$ cat config.mk
export PLATFORM = sky130hd
export DESIGN_NAME = exec_muldiv_iter
export DESIGN_NICKNAME = d
export VERILOG_FILES = /design/src/rtl/exec_muldiv_pkg.sv /design/src/rtl/exec_muldiv_step.sv /design/src/rtl/exec_muldiv_iter.sv
export SDC_FILE = /design/constraint.sdc
export NUM_CORES = 1
export LEC_CHECK = 0
export ABC_AREA = 0
export BUFFER_PORTS_ARGS = -buffer_cell sky130_fd_sc_hd__buf_2
export CORE_MARGIN = 5
export CORE_UTILIZATION = 53
export DETAILED_ROUTE_END_ITERATION = 7
export PLACE_DENSITY = 0.72
export SYNTH_ARGS = -nofsm -noshare
export SYNTH_HDL_FRONTEND = slang
export SYNTH_SLANG_ARGS = --single-unit
$ cat constraint.sdc
create_clock -name clk -period 6.3 [get_ports clk]
set_clock_uncertainty 0.05 [all_clocks]
set_input_delay 0.315 -clock clk [delete_from_list [all_inputs] [get_ports clk]]
set_output_delay 0.315 -clock clk [all_outputs]
set_load 0.005 [all_outputs]
$ cat src/rtl/exec_muldiv_pkg.sv
// Shared encodings for the iterative multiply/divide unit.
package exec_muldiv_pkg;

    typedef enum logic [1:0] {
        OP_MUL  = 2'b00,
        OP_MULH = 2'b01,
        OP_DIV  = 2'b10,
        OP_REM  = 2'b11
    } op_t;

    typedef enum logic [1:0] {
        ST_IDLE = 2'b00,
        ST_CALC = 2'b01,
        ST_DONE = 2'b10
    } state_t;

    localparam int DEF_W      = 32;
    localparam int DEF_UNROLL = 1;
    localparam int STEPS      = DEF_W / DEF_UNROLL;

    function automatic int calc_steps(input int w, input int unroll);
        return w / unroll;
    endfunction

endpackage

$ cat src/rtl/exec_muldiv_step.sv
// One radix-2 iteration on the shared 2W+1 bit accumulator: shift-add for
// multiply (multiplier in the low half), restoring trial subtract for divide.
module exec_muldiv_step #(
    parameter int W = 32
) (
    input  logic           is_div,
    input  logic [W-1:0]   opnd,
    input  logic [2*W:0]   acc_in,
    output logic [2*W:0]   acc_out
);

    logic [2*W:0] shifted;
    logic [W:0]   hi;
    logic [W:0]   diff;
    logic [W:0]   sum;

    always_comb begin
        shifted = {acc_in[2*W-1:0], 1'b0};
        hi      = shifted[2*W:W];
        diff    = hi - {1'b0, opnd};
        sum     = acc_in[2*W:W] + (acc_in[0] ? {1'b0, opnd} : '0);
        acc_out = acc_in;
        if (is_div) begin
            // Remainder stays below the divisor, so the shifted high part fits in W+1 bits.
            if (hi >= {1'b0, opnd}) begin
                acc_out = {diff, shifted[W-1:1], 1'b1};
            end else begin
                acc_out = shifted;
            end
        end else begin
            acc_out = {1'b0, sum, acc_in[W-1:1]};
        end
    end

endmodule

$ cat src/rtl/exec_muldiv_iter.sv
// Iterative multiply/divide unit: magnitude datapath with sign pre/post
// correction, UNROLL radix-2 steps per cycle, v/stall pipeline handshake.
module exec_muldiv_iter
    import exec_muldiv_pkg::*;
#(
    parameter int W      = 32,
    parameter int W_RD   = 5,
    parameter int UNROLL = 1
) (
    input  logic            clk,
    input  logic            reset,
    input  logic            v_i,
    input  logic [1:0]      op_i,
    input  logic            sign_i,
    input  logic [W-1:0]    opr0_i,
    input  logic [W-1:0]    opr1_i,
    input  logic            wb_i,
    input  logic [W_RD-1:0] wb_r_i,
    input  logic            stall_i,
    output logic            stall_o,
    output logic            v_o,
    output logic [W-1:0]    result_o,
    output logic            wb_o,
    output logic [W_RD-1:0] wb_r_o,
    output logic            dz_o
);

    localparam int NSTEPS = calc_steps(W, UNROLL);
    localparam int CW     = $clog2(NSTEPS + 1);

    state_t          state_reg, state_next;
    logic [CW-1:0]   cnt_reg;
    op_t             op_reg;
    logic            neg_res_reg;
    logic            neg_rem_reg;
    logic            dz_reg;
    logic            wb_reg;
    logic [W_RD-1:0] wb_r_reg;
    logic [W-1:0]    opnd_reg;
    logic [2*W:0]    acc_reg;

    logic            v_o_reg;
    logic [W-1:0]    result_o_reg;
    logic            wb_o_reg;
    logic [W_RD-1:0] wb_r_o_reg;
    logic            dz_o_reg;

    logic [W-1:0]    mag0, mag1;
    logic [2*W:0]    acc_step;
    logic [W-1:0]    result_next;
    logic [2*W-1:0]  prod, prod_s;
    logic [W-1:0]    quo, rem;
    logic            unused_acc_msb;

    // Step chain: chain[0] is the registered accumulator, chain[UNROLL] the next value.
    logic [2*W:0] chain [UNROLL+1];
    assign chain[0] = acc_reg;

    generate
        for (genvar gi = 0; gi < UNROLL; gi++) begin : g_step
            exec_muldiv_step #(.W(W)) u_step (
                .is_div  (op_reg[1]),
                .opnd    (opnd_reg),
                .acc_in  (chain[gi]),
                .acc_out (chain[gi+1])
            );
        end
    endgenerate

    assign acc_step       = chain[UNROLL];
    assign unused_acc_msb = acc_step[2*W];

    always_comb begin
        mag0 = (sign_i && opr0_i[W-1]) ? -opr0_i : opr0_i;
        mag1 = (sign_i && opr1_i[W-1]) ? -opr1_i : opr1_i;
    end

    always_comb begin
        prod        = acc_step[2*W-1:0];
        prod_s      = neg_res_reg ? -prod : prod;
        quo         = acc_step[W-1:0];
        rem         = acc_step[2*W-1:W];
        result_next = '0;
        case (op_reg)
            OP_MUL:  result_next = prod_s[W-1:0];
            OP_MULH: result_next = prod_s[2*W-1:W];
            // Divide-by-zero quotient is all ones regardless of operand signs.
            OP_DIV:  result_next = dz_reg ? '1 : (neg_res_reg ? -quo : quo);
            default: result_next = neg_rem_reg ? -rem : rem;
        endcase
    end

    always_ff @(posedge clk or posedge reset) begin
        if (reset) begin
            state_reg <= ST_IDLE;
        end else begin
            state_reg <= state_next;
        end
    end

    always_comb begin
        state_next = state_reg;
        case (state_reg)
            ST_IDLE: if (v_i) state_next = ST_CALC;
            ST_CALC: if (cnt_reg == CW'(1)) state_next = ST_DONE;
            ST_DONE: if (!stall_i) state_next = ST_IDLE;
            default: state_next = ST_IDLE;
        endcase
    end

    always_ff @(posedge clk or posedge reset) begin
        if (reset) begin
            cnt_reg      <= '0;
            op_reg       <= OP_MUL;
            neg_res_reg  <= 1'b0;
            neg_rem_reg  <= 1'b0;
            dz_reg       <= 1'b0;
            wb_reg       <= 1'b0;
            wb_r_reg     <= '0;
            opnd_reg     <= '0;
            acc_reg      <= '0;
            v_o_reg      <= 1'b0;
            result_o_reg <= '0;
            wb_o_reg     <= 1'b0;
            wb_r_o_reg   <= '0;
            dz_o_reg     <= 1'b0;
        end else begin
            case (state_reg)
                ST_IDLE: begin
                    if (v_i) begin
                        cnt_reg     <= CW'(NSTEPS);
                        op_reg      <= op_t'(op_i);
                        neg_res_reg <= sign_i & (opr0_i[W-1] ^ opr1_i[W-1]);
                        neg_rem_reg <= sign_i & opr0_i[W-1];
                        dz_reg      <= op_i[1] & (opr1_i == '0);
                        wb_reg      <= wb_i;
                        wb_r_reg    <= wb_r_i;
                        // Divide iterates the dividend out of the low half; multiply the multiplier.
                        opnd_reg    <= op_i[1] ? mag1 : mag0;
                        acc_reg     <= {{(W+1){1'b0}}, (op_i[1] ? mag0 : mag1)};
                    end
                end
                ST_CALC: begin
                    acc_reg <= acc_step;
                    cnt_reg <= cnt_reg - CW'(1);
                    if (cnt_reg == CW'(1)) begin
                        v_o_reg      <= 1'b1;
                        result_o_reg <= result_next;
                        wb_o_reg     <= wb_reg;
                        wb_r_o_reg   <= wb_r_reg;
                        dz_o_reg     <= dz_reg;
                    end
                end
                ST_DONE: begin
                    if (!stall_i) begin
                        v_o_reg  <= 1'b0;
                        wb_o_reg <= 1'b0;
                        dz_o_reg <= 1'b0;
                    end
                end
                default: ;
            endcase
        end
    end

    assign stall_o  = (state_reg != ST_IDLE);
    assign v_o      = v_o_reg;
    assign result_o = result_o_reg;
    assign wb_o     = wb_o_reg;
    assign wb_r_o   = wb_r_o_reg;
    assign dz_o     = dz_o_reg;

endmodule
# Word-level counts from Yosys, hierarchy flattened
# Index checks and enable logic that the tools add are counted.
[word_totals]
reg_bits = 156
inputBits = 77
output_inout_bits = 41
elab_cells = 76
[op_classes]
addsub = 8
magnitude_cmp = 1
n_eq_ne = 8
muxes = 27
n_bitwise = 4
reduce_logical = 13
[ops]
columns = ["op", "n"]
rows = [
  ["32-bit two-way mux", 8],
  ["65-bit two-way mux", 3],
  ["65-bit case mux with 2 select lines", 1],
  ["32-bit negator", 4],
  ["32-bit case mux with 3 select lines", 1],
  ["64-bit two-way mux", 1],
  ["64-bit negator", 1],
  ["33-bit adder", 1],
  ["33-bit by 32-bit greater-or-equal comparator with 1-bit output", 1],
  ["33-bit by 32-bit subtractor with 33-bit output", 1],
  ["32-bit logical NOT", 1],
  ["6-bit case mux with 2 select lines", 1],
  ["6-bit by 1-bit equality test with 1-bit output, second input constant", 1],
  ["2-bit two-way mux", 3],
  ["6-bit two-way mux", 1],
  ["2-bit != test, second input constant", 3],
  ["1-bit case mux with 2 select lines", 3],
  ["2-bit case mux with 3 select lines", 1],
  ["2-bit AND reduction", 3],
  ["3-bit AND reduction", 2],
  ["2-bit nonzero test", 3],
  ["6-bit by 1-bit subtractor with 6-bit output, second input constant", 1],
  ["2-bit by 1-bit equality test with 1-bit output, second input constant", 2],
  ["2-bit equality test, second input constant", 2],
  ["5 further kinds", 12],
]

# Depth between registers and ports, before layout
# Gate-level depths: netlist of run 1.
[depth]
depth_word = 7
depth_mapped = 25
ltp_nobuf = 20

# Cells and area by module
# From an unflattened synthesis of run 1, not the netlist that was laid out.
[unflattened]
hier_cells = 1977
area_unflattened_um2 = 15324.7
[by_module_without_submodules]
columns = ["module", "instances", "cells_each", "area_each_um2", "seq_area_each_um2"]
rows = [
  ["exec_muldiv_iter", 1, 1288, 10463.8, 3903.7],
  ["exec_muldiv_step", 1, 689, 4860.9, 0.0],
]

# Worst setup path before layout of run 1
# OpenSTA, ideal clock, no wires.
[synth_path]
path_kind = "register to register"
start = "reg acc_reg[61]"
end = "reg result_o_reg[24] (netlist: result_o[24])"
setup_time_ps = 121
t_arrival_ps = 5598
required_ps = 6129
path_slack_ps = 531
stages_incl_launch_ff = 22
path_buffers = 5
synth_period_minus_slack_ps = 5769
path_cell_list = "dfrtp_1 -> ha_1 -> a21o_1 -> a211o_1 -> a31o_1 -> a211o_1 -> o21a_1 -> clkbuf_1 -> clkbuf_1 -> clkbuf_1 -> a221oi_1 -> ha_1 -> nand2_1 -> a2bb2oi_1 -> nand3_1 -> or4_1 -> buf_2 -> or3_1 -> buf_6 -> o31ai_1 -> mux2_1 -> a22o_1"
[synth_via]
elab_chain_cells = 7
word_cells_on_any_way = 11
cone_classes = "add/sub: 3; order compare: 1; mux: 7"
[synth_lines]
columns = ["element", "line", "text"]
rows = [
  ["from (decl)", "exec_muldiv_iter.sv:40", "logic [2*W:0] acc_reg;"],
  ["from (signal assigned)", "exec_muldiv_iter.sv:140", "acc_reg <= {{(W+1){1'b0}}, (op_i[1] ? mag0 : mag1)};"],
  ["from (signal assigned)", "exec_muldiv_iter.sv:144", "acc_reg <= acc_step;"],
  ["33-bit by 32-bit greater-or-equal comparator with 1-bit output (*)", "exec_muldiv_step.sv:25", "if (hi >= {1'b0, opnd}) begin"],
  ["65-bit two-way mux (*)", "exec_muldiv_step.sv:25", ""],
  ["65-bit two-way mux (*)", "exec_muldiv_step.sv:23", "if (is_div) begin"],
  ["32-bit negator", "exec_muldiv_iter.sv:88", "OP_DIV: result_next = dz_reg ? '1 : (neg_res_reg ? -quo : quo);"],
  ["32-bit two-way mux (2 in a row)", "exec_muldiv_iter.sv:88", ""],
  ["32-bit case mux with 3 select lines (*)", "exec_muldiv_iter.sv:84", "case (op_reg)"],
  ["to (signal assigned)", "exec_muldiv_iter.sv:148", "result_o_reg <= result_next;"],
  ["to (decl)", "exec_muldiv_iter.sv:43", "logic [W-1:0] result_o_reg;"],
]
# Every way passes the cells marked *; elsewhere a longest branch is shown, timed or not.
# A chain may end at the register's enable or synchronous reset.

# Worst setup path in the final report of run 1
[layout_path]
start = "reg acc_reg[40]"
end = "reg result_o_reg[24] (netlist: result_o[24])"
[layout_via]
elab_chain_cells = 7
word_cells_on_any_way = 13
cone_classes = "add/sub: 5; order compare: 1; mux: 7"
[layout_lines]
columns = ["element", "line"]
rows = [
  ["33-bit by 32-bit greater-or-equal comparator with 1-bit output", "exec_muldiv_step.sv:25"],
  ["65-bit two-way mux", "exec_muldiv_step.sv:25"],
  ["65-bit two-way mux (*)", "exec_muldiv_step.sv:23"],
  ["32-bit negator", "exec_muldiv_iter.sv:88"],
  ["32-bit two-way mux (2 in a row)", "exec_muldiv_iter.sv:88"],
  ["32-bit case mux with 3 select lines (*)", "exec_muldiv_iter.sv:84"],
]
# Marked as above.

==> results.yml, run 1 <==
power_and_ir_drop:
  p_total_w: 0.0117
  vdd_drop_max_mv: 0.400
  p_per_area_nw_per_um2: 693
  power_leakage_nw: 7.22
synth:
  synth_common_cells: "nand2_1 (265), o21ai_0 (216), a21oi_1 (179)"
  async_flop_share_pct: 100
  synth-main-ff-cell: "dfrtp_1"
  yosysTopAreaCellShare_pct: 25.3
  syn_inst: 2100
  post-synth-top-area-cell: "dfrtp_1"
  synth_edf_count: 0
  synth.most_common_cell: "nand2_1"
  synth_cell_types: 80
  syn_nets: 2249
  synth_area_sq_um: 15400
  ys_warn_count: 0
  ys_top_cells_by_area: "dfrtp_1 (25%), o21ai_0 (7.0%), nand2_1 (6.5%)"
  avgSynthCellArea_sq_um: 7.34
  ys_ff_latch: 156
  synth-seq-area-share_pct: 25.3
clock_network:
  cts.sinks: 156
  cts_root_buf: "clkbuf_16"
  clock_latency_ps: 450
  postCtsSetupRepairBufs: 0
  cts.path.max_buffers: 2
  tritoncts: "done"
  cts_hold_buf: 1
  cts_made_buffers: 17
  cts-resized-gates: 0
  htreeDepth: 4
  path_clk_slew_ps: 70
global_route:
  grt_pass1_wl_microns: 89300
  grt_usage_pct: 34.3
  antenna_found_initial: 1
  grt-ovfl-total: 0
  grt_max_degree: 127
  grt_pass1_vias: 15400
critical_path:
  worst-path-buf-inv: 0
  critPathMaxFanout: 10
  cp_slowest_stage_delay_ps: 630
  cp.required_ps: 6590
  crit_slowest_cell: "a221oi_1"
  start_kind: "register"
  crit_path_end_kind: "register"
  path_cells: "ha_1 > nand4_1 > nor3_1 > o211ai_1 > a31oi_2 > o31ai_4 > a221oi_1 > ha_1 > nand3_1 > a2bb2oi_1 > nand3_1 > or4_1 > or3_1 > o31ai_1 > mux2_1 > a22o_1"
  crit_family: "compound AO/OA/AOI/OAI gates"
  critical_path_arrival_ps: 6190
  criticalPathCategory: "register to register"
finish:
  final_util_pct: 58.8
  fillers: 2768
  drive_above_1_share_pct: 10.2
  syn2layout_area_growth_pct: 9.64
  largest_register_ffs: 65
  finalNetCount: 2298
  antenna_cells: 0
drt:
  antenna_left: 0
  drcViolationCount: 0
  num_vias: 16700
  drt-total-wl_microns: 57300
  wire_per_inst_microns: 22.5
  vias_per_cell: 6.54
  drt-pass1-iter-count: 8
  first_iter_violations: 2043
sta:
  setup_viol: 0
  slew_viol_final: 0
  fin_ws_ps: 396
  maxSlewHeadroom_pct: 27.5
  rsz0062_at_grt: "no"
  period_needed_ps: 5900
  fin_crit_sh_pct: 93.7
  final.setup.tns_ps: 0
  worstMarginPinSlew_ps: 1090
  max_freq_mhz: 169
  hold_violations: 22
  whs_ps: -52.8
floorplanning:
  row_count: 62
  fp.dieW_microns: 180
  ioPinCount: 118
  fp.dieArea_sq_um: 32600
  core_sq_um: 28700
  die_y_microns: 180
  start_util_pct: 53.7
run:
  drv_cap: 0
min_path:
  hold_class: "input port to async pin"
outcome:
  status: "finished with violations"
  violations: "negative hold slack"
placement:
  gp_congestion: 1.01
  io_buffers: 117
  place_ws_ps: 558
  place_hpwl_microns: 44300
==> area by class of cell <==
class	count	area, sq um	area share, %
multi-input combinational	1730	10700	63.4
sequential	156	3910	23.1
timing repair buffer	159	906	5.36
tap	384	480	2.84
clock buffer	18	429	2.54
inverter	85	324	1.92
clock inverter	14	134	0.793
==> cell usage in the layout, fill, tap and decap left out, types with 42 or more instances in the layout <==
master,n
inv_1,82
xnor2_1,94
nand2_1,264
dfrtp_1,155
mux2i_1,43
a21oi_1,179
buf_4,42
nor3_1,54
o21ai_0,216
buf_2,116
and2_1,48
xor2_1,56
nand3_1,72
nor2_1,170
ha_1,70
==> where the power goes <==
part	leakage (nW)	switching (W)	internal (W)
Sequential	1.94	0.000561	0.00149
Combinational	5.02	0.00555	0.00307
Clock	0.260	0.000484	0.000550
Total	7.22	0.00659	0.00510
==> kinds of logic (layout without fill, tap and decap cells) <==
logic type / count (synthesis) / after routing / share of synthesized area, %
flops: 156 / 156 / 25.3
buf+inv: 214 / 276 / 5.31
xor+xnor: 150 / 150 / 8.53
mux: 49 / 49 / 3.23
compound gates: 696 / 696 / 28.4
fa+ha+maj: 72 / 72 / 5.94
simple gates: 763 / 763 / 23.3
==> worst reg2reg max path, cell delays in order (launching register included) <==
cell	delay, ps
dfrtp_1	460
ha_1	480
nand4_1	220
nor3_1	270
o211ai_1	210
a31oi_2	470
o31ai_4	140
a221oi_1	630
ha_1	380
nand3_1	110
a2bb2oi_1	190
nand3_1	170
or4_1	560
or3_1	590
o31ai_1	350
mux2_1	350
a22o_1	180
==> metal layers <==
| layer | GRT usage (%) | part of all wire [%] |
|---|---|---|
| met5 | 0 | 0 |
| met4 | 16.0 | 5.2 |
| met3 | 6.32 | 10 |
| met2 | 51.9 | 43 |
| met1 | 47.7 | 41 |
==> worst paths after layout <==
check / slack (ps) / start / cells after the start / to
min in group clk: 20 / wb_r_i[2] / 3 / wb_r_reg[2]
max in group asynchronous: 4770 / reset / 3 / op_reg[1]
min: -50 / reset / 2 / cnt_reg[1]
min reg2reg: 420 / result_o[7] / 1 / result_o[7]
max: 400 / acc_reg[40] / 16 / result_o[24]
max reg2reg: 400 / acc_reg[40] / 16 / result_o[24]
==> per-stage QoR <==
step | instances | cell area, sq um | hold slack [ps]
finish | 2546 | 16900 | -52.8
global route | 2546 | 16900 | 40.8
CTS | 2546 | 16900 | 8.43
detailed placement | 2513 | 16300 | 411
global placement | 2513 | 16300 | 397
floorplan | 2100 | 15400 | 370
No activity file was read; power rests on OpenSTA's default activity.
==> run 2, diff against run 1 <==
Settings changed: RECOVER_POWER set to 50.
==> run 2 against run 1 <==
Against the previous run: the run ends with max-capacitance violations, max-slew violations left; flip-flop and latch count unchanged; sequential power about the same; via count up 0.16%; fmax up 0.26%; setup slack better by 16 ps; count of clock-buffer cells in the layout unchanged; core utilization down 0.14 points; critical path type unchanged; largest power group unchanged.
==> results.yml, run 2 (synthesis gave the netlist of run 1 again) <==
global_route:
  grt_usage_pct: 34.3
  grt-ovfl-total: 0
  antenna_found_initial: 1
  grt_pass1_wl_microns: 89300
  grt_pass1_vias: 15400
  grt_max_degree: 127
drt:
  drcViolationCount: 0
  vias_per_cell: 6.55
  drt-total-wl_microns: 57600
  wire_per_inst_microns: 22.6
  num_vias: 16700
  drt-pass1-iter-count: 7
  first_iter_violations: 2221
  antenna_left: 0
floorplanning:
  start_util_pct: 53.7
  fp.dieArea_sq_um: 32600
  core_sq_um: 28700
  ioPinCount: 118
  fp.dieW_microns: 180
  die_y_microns: 180
  row_count: 62
critical_path:
  start_kind: "register"
  critPathMaxFanout: 10
  cp_slowest_stage_delay_ps: 620
  criticalPathCategory: "register to register"
  critical_path_arrival_ps: 6180
  worst-path-buf-inv: 0
  crit_slowest_cell: "a221oi_1"
  cp.required_ps: 6590
  crit_family: "compound AO/OA/AOI/OAI gates"
  reg2reg_depth: 16
  path_cells: "ha_1 > a21oi_1 > o21ai_1 > a21oi_1 > a31oi_2 > o21a_1 > a221oi_1 > ha_1 > nand3_1 > a2bb2oi_1 > nand3_1 > or4_1 > or3_1 > o31ai_1 > mux2_1 > a22o_1"
  cp.depth: 16
  crit_path_end_kind: "register"
sta:
  period_needed_ps: 5890
  rsz0062_at_grt: "no"
  worstMarginPinSlew_ps: 4130
  fin_ws_ps: 412
  final.setup.tns_ps: 0
  slew_viol_final: 159
  setup_viol: 0
  maxSlewHeadroom_pct: -177
  hold_violations: 0
  fin_crit_sh_pct: 93.5
  max_freq_mhz: 170
clock_network:
  cts.sinks: 156
  cts_root_buf: "clkbuf_16"
  cts_made_buffers: 17
  path_clk_slew_ps: 70
  tritoncts: "done"
  clock_latency_ps: 450
  htreeDepth: 4
  cts-resized-gates: 0
  cts.path.max_buffers: 2
power_and_ir_drop:
  p_total_w: 0.0117
  p_per_area_nw_per_um2: 694
  vdd_drop_max_mv: 0.400
  power_leakage_nw: 7.13
outcome:
  status: "finished with violations"
  violations: "max-capacitance violations, max-slew violations"
finish:
  final_common_cell: "nand2_1"
  drive_above_1_share_pct: 9.16
  finalNetCount: 2298
  antenna_cells: 0
  layout_common_cells: "nand2_1 (265), o21ai_0 (216), a21oi_1 (179), nor2_1 (170), dfrtp_1 (155)"
  syn2layout_area_growth_pct: 9.37
  largest_register_ffs: 65
min_path:
  hold_class: "input port to register"
  hold_depth: 3
placement:
  gp_congestion: 1.01
  io_buffers: 117
  place_hpwl_microns: 44300
  place_ws_ps: 558
run:
  drv_cap: 2
-- run 2: changes by cell type in the layout (fill, tap and decap cells not counted) --
cell and delta:
buf_2 -22, buf_4 -1, clkbuf_1 +22, clkbuf_2 +1, clkinvlp_2 +1, inv_6 -1, nand2_1 +1, nand2_4 -1
-- run 2: what timing repair did --
item	4_1_cts	5_1_grt
endpoints found under the setup margin	0	0
setup buffers	0	0
hold buffers	1	0
hold endpoints to repair	1	0
-- run 2: per-stage QoR --
step	area [sq um]	util [%]	hold slack [ps]	cells
finish	16800	58.7	20.6	2546
global route	16800	58.7	40.8	2546
CTS	16900	58.8	8.43	2546
detailed placement	16300	56.9	411	2513
global placement	16300	56.9	397	2513
floorplan	15400	-	370	2100
-- run 2: layout make-up --
cell class / count / area (sq um)
fill: 2782 / 11900
multi-input combinational: 1730 / 10700
sequential: 156 / 3910
timing repair buffer: 159 / 876
tap: 384 / 480
clock buffer: 18 / 429
inverter: 85 / 320
clock inverter: 14 / 134
-- run 2: metal layers --
layer  routed length, microns  GRT usage [%]  vias to the layer above
met5                        0              0                        -
met1                    24100           47.7                     7835
met2                    24900           51.9                      956
li1                         -              -                     7751
met4                     2970           16.0                        0
met3                     5640           6.32                      143
-- run 2: worst register-to-register path, stage by stage, from the launching register on --
cell	delay (ps)
dfrtp_1	470
ha_1	440
a21oi_1	300
o21ai_1	160
a21oi_1	260
a31oi_2	250
o21a_1	380
a221oi_1	620
ha_1	380
nand3_1	110
a2bb2oi_1	200
nand3_1	160
or4_1	560
or3_1	590
o31ai_1	340
mux2_1	350
a22o_1	170
-- run 2: final timing paths --
check                            start            to  slack (ps)
max                        acc_reg[37]  result_o[24]         410
min                          wb_r_i[2]   wb_r_reg[2]          20
max reg2reg                acc_reg[37]  result_o[24]         410
min reg2reg                wb_r_reg[1]     wb_r_o[1]         420
max in group asynchronous        reset     op_reg[1]        1990
min in group asynchronous        reset    cnt_reg[1]        1010
-- run 2: report_power, final --
group | leakage [nW] | internal [W] | switching (W)
sequential | 1.94 | 0.00149 | 0.000561
clock | 0.260 | 0.000550 | 0.000487
combinational | 4.93 | 0.00305 | 0.00556
